### src/rtl/mul_div_pkg.sv
// Shared definitions for the iterative multiplier/divider: FSM state encoding,
// mode encoding and the iteration-counter width.
package mul_div_pkg;

  typedef enum logic [1:0] {
    IDLE = 2'd0,
    RUN  = 2'd1,
    DONE = 2'd2
  } state_t;

  localparam logic MODE_MUL = 1'b0;
  localparam logic MODE_DIV = 1'b1;

  // Counter must hold A_WIDTH itself, not just A_WIDTH-1.
  function automatic int cnt_width(input int a_width);
    return $clog2(a_width + 1);
  endfunction

endpackage

### src/rtl/mul_div_step.sv
// One combinational iteration of shift-add multiply or restoring divide,
// built around a single shared add/subtract unit.
module mul_div_addsub #(
  parameter int W = 4
) (
  input  logic [W-1:0] i_x,
  input  logic [W-1:0] i_y,
  input  logic         i_sub,
  output logic [W-1:0] o_sum,
  output logic         o_carry
);
  logic [W-1:0] w_y;

  // Subtraction as x + ~y + 1; carry out high means no borrow.
  assign w_y = i_sub ? ~i_y : i_y;
  assign {o_carry, o_sum} = {1'b0, i_x} + {1'b0, w_y} + {{W{1'b0}}, i_sub};
endmodule

module mul_div_step
  import mul_div_pkg::*;
#(
  parameter int B_WIDTH = 3
) (
  input  logic               i_mode,
  input  logic [B_WIDTH:0]   i_acc,
  input  logic               i_a_bit,
  input  logic [B_WIDTH-1:0] i_oper,
  output logic [B_WIDTH:0]   o_acc,
  output logic               o_bit
);
  logic [B_WIDTH:0] w_x;
  logic [B_WIDTH:0] w_sum;
  logic             w_carry;
  logic [B_WIDTH:0] w_mul_s;

  // Divide shifts the next dividend bit into the partial remainder first.
  assign w_x = (i_mode == MODE_DIV) ? {i_acc[B_WIDTH-1:0], i_a_bit} : i_acc;

  mul_div_addsub #(.W(B_WIDTH + 1)) u_addsub (
    .i_x     (w_x),
    .i_y     ({1'b0, i_oper}),
    .i_sub   (i_mode),
    .o_sum   (w_sum),
    .o_carry (w_carry)
  );

  assign w_mul_s = i_a_bit ? w_sum : i_acc;

  always_comb begin
    o_acc = '0;
    o_bit = 1'b0;
    if (i_mode == MODE_DIV) begin
      if (w_carry) begin
        o_acc = w_sum;
        o_bit = 1'b1;
      end else begin
        o_acc = w_x;
        o_bit = 1'b0;
      end
    end else begin
      o_acc = {1'b0, w_mul_s[B_WIDTH:1]};
      o_bit = w_mul_s[0];
    end
  end
endmodule

### src/rtl/seq_mul_div.sv
// Iterative unsigned multiplier/divider retiring one operand bit per cycle.
// Start is sampled in IDLE/DONE; Valid is a one-cycle pulse while in DONE.
module seq_mul_div
  import mul_div_pkg::*;
#(
  parameter int A_WIDTH = 6,
  parameter int B_WIDTH = 3
) (
  input  logic                       CLK,
  input  logic                       RST,
  input  logic                       Start,
  input  logic                       Div_nMul,
  input  logic [A_WIDTH-1:0]         OperA,
  input  logic [B_WIDTH-1:0]         OperB,
  input  logic [B_WIDTH-1:0]         OperD,
  output logic                       Busy,
  output logic                       Valid,
  output logic [A_WIDTH+B_WIDTH-1:0] Result,
  output logic [B_WIDTH-1:0]         Remainder,
  output logic                       DivZero,
  output logic [1:0]                 Dbg_State
);
  localparam int CW = cnt_width(A_WIDTH);
  localparam logic [1:0] S_IDLE = IDLE;
  localparam logic [1:0] S_RUN  = RUN;
  localparam logic [1:0] S_DONE = DONE;

  logic [1:0]                   r_state;
  logic [CW-1:0]                r_cnt;
  logic                         r_mode;
  logic [B_WIDTH:0]             r_acc;
  logic [A_WIDTH-1:0]           r_a;
  logic [B_WIDTH-1:0]           r_oper;
  logic [A_WIDTH+B_WIDTH-1:0]   r_result;
  logic [B_WIDTH-1:0]           r_rem;
  logic                         r_divzero;

  logic               w_a_bit;
  logic [B_WIDTH:0]   w_acc_nx;
  logic               w_bit;
  logic [A_WIDTH-1:0] w_a_nx;
  logic               w_accept;
  logic               w_dz_req;

  // Multiply consumes A from the LSB end; divide from the MSB end, with
  // quotient bits filling in behind.
  assign w_a_bit = r_mode ? r_a[A_WIDTH-1] : r_a[0];
  assign w_a_nx  = r_mode ? {r_a[A_WIDTH-2:0], w_bit} : {w_bit, r_a[A_WIDTH-1:1]};

  mul_div_step #(.B_WIDTH(B_WIDTH)) u_step (
    .i_mode  (r_mode),
    .i_acc   (r_acc),
    .i_a_bit (w_a_bit),
    .i_oper  (r_oper),
    .o_acc   (w_acc_nx),
    .o_bit   (w_bit)
  );

  assign w_accept = Start && ((r_state == S_IDLE) || (r_state == S_DONE));
  assign w_dz_req = (Div_nMul == MODE_DIV) && (OperD == '0);

  always_ff @(posedge CLK) begin
    if (RST) begin
      r_state   <= S_IDLE;
      r_cnt     <= '0;
      r_mode    <= MODE_MUL;
      r_acc     <= '0;
      r_a       <= '0;
      r_oper    <= '0;
      r_result  <= '0;
      r_rem     <= '0;
      r_divzero <= 1'b0;
    end else begin
      case (r_state)
        S_IDLE, S_DONE: begin
          if (w_accept && w_dz_req) begin
            r_state   <= S_DONE;
            r_result  <= {{B_WIDTH{1'b0}}, {A_WIDTH{1'b1}}};
            r_rem     <= '0;
            r_divzero <= 1'b1;
          end else if (w_accept) begin
            r_state <= S_RUN;
            r_mode  <= Div_nMul;
            r_oper  <= Div_nMul ? OperD : OperB;
            r_a     <= OperA;
            r_acc   <= '0;
            r_cnt   <= CW'(A_WIDTH);
          end else begin
            r_state <= S_IDLE;
          end
        end
        S_RUN: begin
          r_acc <= w_acc_nx;
          r_a   <= w_a_nx;
          r_cnt <= r_cnt - CW'(1);
          if (r_cnt == CW'(1)) begin
            r_state   <= S_DONE;
            r_divzero <= 1'b0;
            if (r_mode == MODE_DIV) begin
              r_result <= {{B_WIDTH{1'b0}}, w_a_nx};
              r_rem    <= w_acc_nx[B_WIDTH-1:0];
            end else begin
              r_result <= {w_acc_nx[B_WIDTH-1:0], w_a_nx};
              r_rem    <= '0;
            end
          end
        end
        default: r_state <= S_IDLE;
      endcase
    end
  end

  assign Busy      = (r_state == S_RUN);
  assign Valid     = (r_state == S_DONE);
  assign Result    = r_result;
  assign Remainder = r_rem;
  assign DivZero   = r_divzero;
  assign Dbg_State = r_state;
endmodule
### config.mk
export PLATFORM = sky130hd
export DESIGN_NAME = seq_mul_div
export DESIGN_NICKNAME = d
export VERILOG_FILES = /design/src/rtl/mul_div_pkg.sv /design/src/rtl/mul_div_step.sv /design/src/rtl/seq_mul_div.sv
export SDC_FILE = /design/constraint.sdc
export NUM_CORES = 1
export LEC_CHECK = 0
export ABC_AREA = 1
export CAP_MARGIN = 20
export CORE_AREA = 2 2 62 64
export DETAILED_ROUTE_END_ITERATION = 16
export DIE_AREA = 0 0 64 66
export PLACE_DENSITY_LB_ADDON = 0.1
export RECOVER_POWER = 25
export SLEW_MARGIN = 20
export SYNTH_ARGS = -nofsm -noshare
export SYNTH_HDL_FRONTEND = slang
export SYNTH_SLANG_ARGS = --single-unit
### constraint.sdc
create_clock -name CLK -period 4.75 [get_ports CLK]
set_input_delay 0.95 -clock CLK [delete_from_list [all_inputs] [get_ports CLK]]
set_output_delay 0.95 -clock CLK [all_outputs]
set_load 0.02 [all_outputs]
==> results <==
- The post-CTS clock slew at the launch and capture registers of the worst setup and hold paths is 0.09 ns.
- Measured in cells, the most critical reg-to-reg path has a length of 14.
- The floorplan step set the die width to 64 um.
- Once the floorplan was initialized, standard cells occupied 48.3% of the core.
- IR analysis of the VDD net gives a maximum drop of 0.176 mV.
- In the routed design, unresolved DRC markers number 0.
- The headroom to the max-slew limit is 56.8%.
- The final count of pins violating max slew was 0.
- The placeable core area is 3550 um^2.
- The worst setup path is of the reg -> out kind.
- The initial antenna violation count is 0.
- The static leakage is 0.897 nW.
- The buffer type at the clock tree root is sky130_fd_sc_hd__clkbuf_4.
- The CTS tree is done.
- The post-synthesis register bit count is 32.
- On the final layout, the worst clock skew is 0.00960 ns.
- Counting I/O delays and the setup requirement, the final critical path takes 2.89 ns.
- The detailed-route wire length per cell is 12.1 um.
- The worst setup path is captured at an output pin.
- The final layout contains routed wiring with a total length of 3.88 mm.
- The number of antenna-violating nets in the routed design is 0.
- The worst endpoint required time is 3.80 ns.
- Across the whole layout, storage elements account for 641 um^2.
- The overall via count from detail_route is 1592.
- Setup violations remaining at the end of the flow were counted as 0.
- The TritonCTS buffer count is 5.
- The type of the worst min-delay path is reg -> reg.
- The startpoint identified for the worst hold timing path is DivZero.
- Of the post-synthesis cell area, the dominant cell type holds 37.3%.
- The worst register-to-register path begins at r_mode.
- In the final design database the tool counted 292 nets.
- On the final layout, the worst hold slack is 0.464 ns.
- The dominant cell by count in the synthesized netlist is sky130_fd_sc_hd__nand2_1.
- In this run the post-CTS setup repair buffer count came out at 0.
- The path with the worst hold slack has its endpoint at DivZero.
- The number of fill cells is 341.
- The number of resized instances in the post-cts repair step is 0.
- Ranked by total cell area, the synthesized netlist is headed by sky130_fd_sc_hd__dfxtp_1 (37%), sky130_fd_sc_hd__a21oi_1 (9.9%), sky130_fd_sc_hd__nand2_1 (9.8%).
- Counting instances in the post-synthesis netlist gives the leading cell types as sky130_fd_sc_hd__nand2_1 (45), sky130_fd_sc_hd__a21oi_1 (34), sky130_fd_sc_hd__dfxtp_1 (32).
- The insertion delay of the later-clocked pin in the worst-skew pair is 0.34 ns.
- The flow ran to the end, and the final reports show no timing, DRC or antenna violations.
- The number of nets handed over by synthesis was 261.
- The number of enable flip-flop cells after synthesis is 0.
- Leaving out filler cells and counting taps, the final layout contains 320.
- The number of levels in the clock H-tree is 2.
- The number of unique standard cell types used by synthesis is 30.
- The endpoint of the worst-slack reg-to-reg timing path is r_acc[1].
- The synthesis-to-layout area growth is 21.3%.
- Power spread over the standard cell area amounts to 301 nW/um^2.
- The leading register cell type out of synthesis is sky130_fd_sc_hd__dfxtp_1.
- The final antenna diode count is 0.
- The top-level I/O count is 33.
- In this run the register-to-register setup slack is 2.08 ns.
- At the pin with the least slew margin, the transition time is 0.646 ns.
- Along the worst path, the maximum fanout reaches 18.
- The violation count after the first detailed-routing iteration is 69.
- For this run, the top clock speed supported by timing is 346 MHz.
- Routability-driven placement finished with a final weighted congestion of 0.916.
- The first-pass GRT wire length is 6.56 mm.
- Along the worst hold path, the cell count comes to 2.
- After clock tree synthesis, the flow added hold-fix buffers numbering 0.
- For this run, the register share of the synthesized area comes to 37.3%.
- The first-pass iteration count of the detailed router is 4.
- STA classifies the critical path startpoint as a flop.
- In this run the mean area of a mapped cell was 7.15 um^2.
- After technology mapping, the gate count stands at 240.
- Across every metal layer, demand over resource in global routing totals 20.3%.
- The proportion of layout cells with a drive suffix above 1 is 6.99%.
- The number of warnings issued by yosys is 0.
- The total standard cell area after synthesis is 1720 um^2.
- The period utilization is 60.9%.
- No sink is reached through more buffers than the 2 on the longest clock path.
- The arrival time of the worst setup path is 1.94 ns.
- The final HPWL from detailed placement is 2.88 mm.
- Max-cap violations in this run came to 0.
- The floorplan has 22 rows.
- Timing analysis after detailed placement gives a worst setup slack of 2.13 ns.
- The post-route setup TNS is 0 ns.
- Setup repair after global routing left no endpoint under its margin.
- The number of sinks on the clock net is 32.
- Measured along the y axis, the die boundary spans 66 um.
- In the final layout, the multi-input gates occupy 878 um^2.
- The post-route worst setup slack is 1.86 ns.
- Entering global routing, the biggest net connects 19 pins.
- The number of global-route vias before repair came to 1387.
- The number of hold violations in the final report is 0.
- Summed over all layers, the global routing overflow is 0.
- Buffers placed on the I/O ports in this run total 32.
- The mean number of vias per cell is 4.98.
- The largest area contributor in the synthesized netlist is sky130_fd_sc_hd__dfxtp_1.
- Counting tap cells, the placed design contains a total of 312 instances.
- The floorplan step defined a die boundary enclosing 4220 um^2.
- After synthesis, the share of flip-flops with an asynchronous set or reset is 0%.
- Overall power consumption after layout is estimated at 0.000626 W.
## metrics by stage
step / util [%] / area, um^2
6_report: 58.6 / 2080
5_1_grt: 58.6 / 2080
4_1_cts: 59.1 / 2100
3_5_place_dp: 57.4 / 2040
3_3_place_gp: 57.4 / 2040
2_1_floorplan: - / 1720
## worst max path at each step
stage                 startpoint            to  slack [ns]  depth (start not counted)
floorplan           Dbg_State[1]          Busy        2.74                          4
global placement        Div_nMul        r_a[5]        2.17                         10
detailed placement        r_mode  Remainder[1]        2.13                         12
CTS                 Dbg_State[1]          Busy        1.80                          4
global route        Dbg_State[0]          Busy        1.73                          3
finish              Dbg_State[1]          Busy        1.86                          4
## layout make-up
type	count	share of cell area, %
Inverter	32	5.89
Sequential cell	32	30.8
Timing Repair Buffer	32	15.4
Multi-Input combinational cell	168	42.2
Tap cell	48	2.89
Clock buffer	8	2.83
## power by group
part / internal (W) / switching, W / total (W) / leakage (nW)
clock: 0.0000730 / 0.0000902 / 0.000163 / 0.0326
sequential: 0.000287 / 0.0000194 / 0.000306 / 0.262
combinational: 0.0000634 / 0.0000933 / 0.000157 / 0.603
total: 0.000423 / 0.000203 / 0.000626 / 0.897
## flip-flops by register name (all words and copies together), names as in the netlist
name	flops
DivZero	1
r_mode	1
r_acc	4
r_cnt	3
r_oper	3
Dbg_State	2
r_a	6
Result	9
Remainder	3
## routing by layer
layer  global-route usage, %  routed length (um)
met1                    26.9                1900
met2                    31.9                1740
met3                    5.11                 183
met4                    7.34                  58
met5                       0                   0
## worst max-delay path, cell delays in order (launching register included)
cell	delay, ns
sky130_fd_sc_hd__dfxtp_1	0.33
sky130_fd_sc_hd__inv_1	0.06
sky130_fd_sc_hd__nand2_2	0.14
sky130_fd_sc_hd__clkinv_1	0.40
sky130_fd_sc_hd__clkdlybuf4s50_1	0.67
## kinds of logic (layout without fill, tap and decap cells)
| logic type | Yosys count | in the layout | synth area share [%] |
|---|---|---|---|
| AOI/OAI and AO/OA | 71 | 71 | 22.2 |
| xor gates and xnor gates | 4 | 4 | 2.04 |
| buffers and inverters | 40 | 72 | 10.4 |
| adders and majority gates | 5 | 5 | 4.08 |
| DFF | 32 | 32 | 37.3 |
| and+or+nand+nor | 88 | 88 | 23.9 |
## placed cells by master (no fill, tap or decap), drive strengths merged
cell type and n:
nand2 52, a21oi 34, dfxtp 32, inv 31, o21ai 31, clkdlybuf4s50 25
nor2 17, nand3 12, clkbuf 8, dlygate4sd3 7, ha 4, o211ai 4
xnor2 3, or2 3, nand4 2, nor3 2, clkinv 1, xor2 1
a2bb2oi 1, a31oi 1, fa 1
Power figures use the tool's default switching activity.
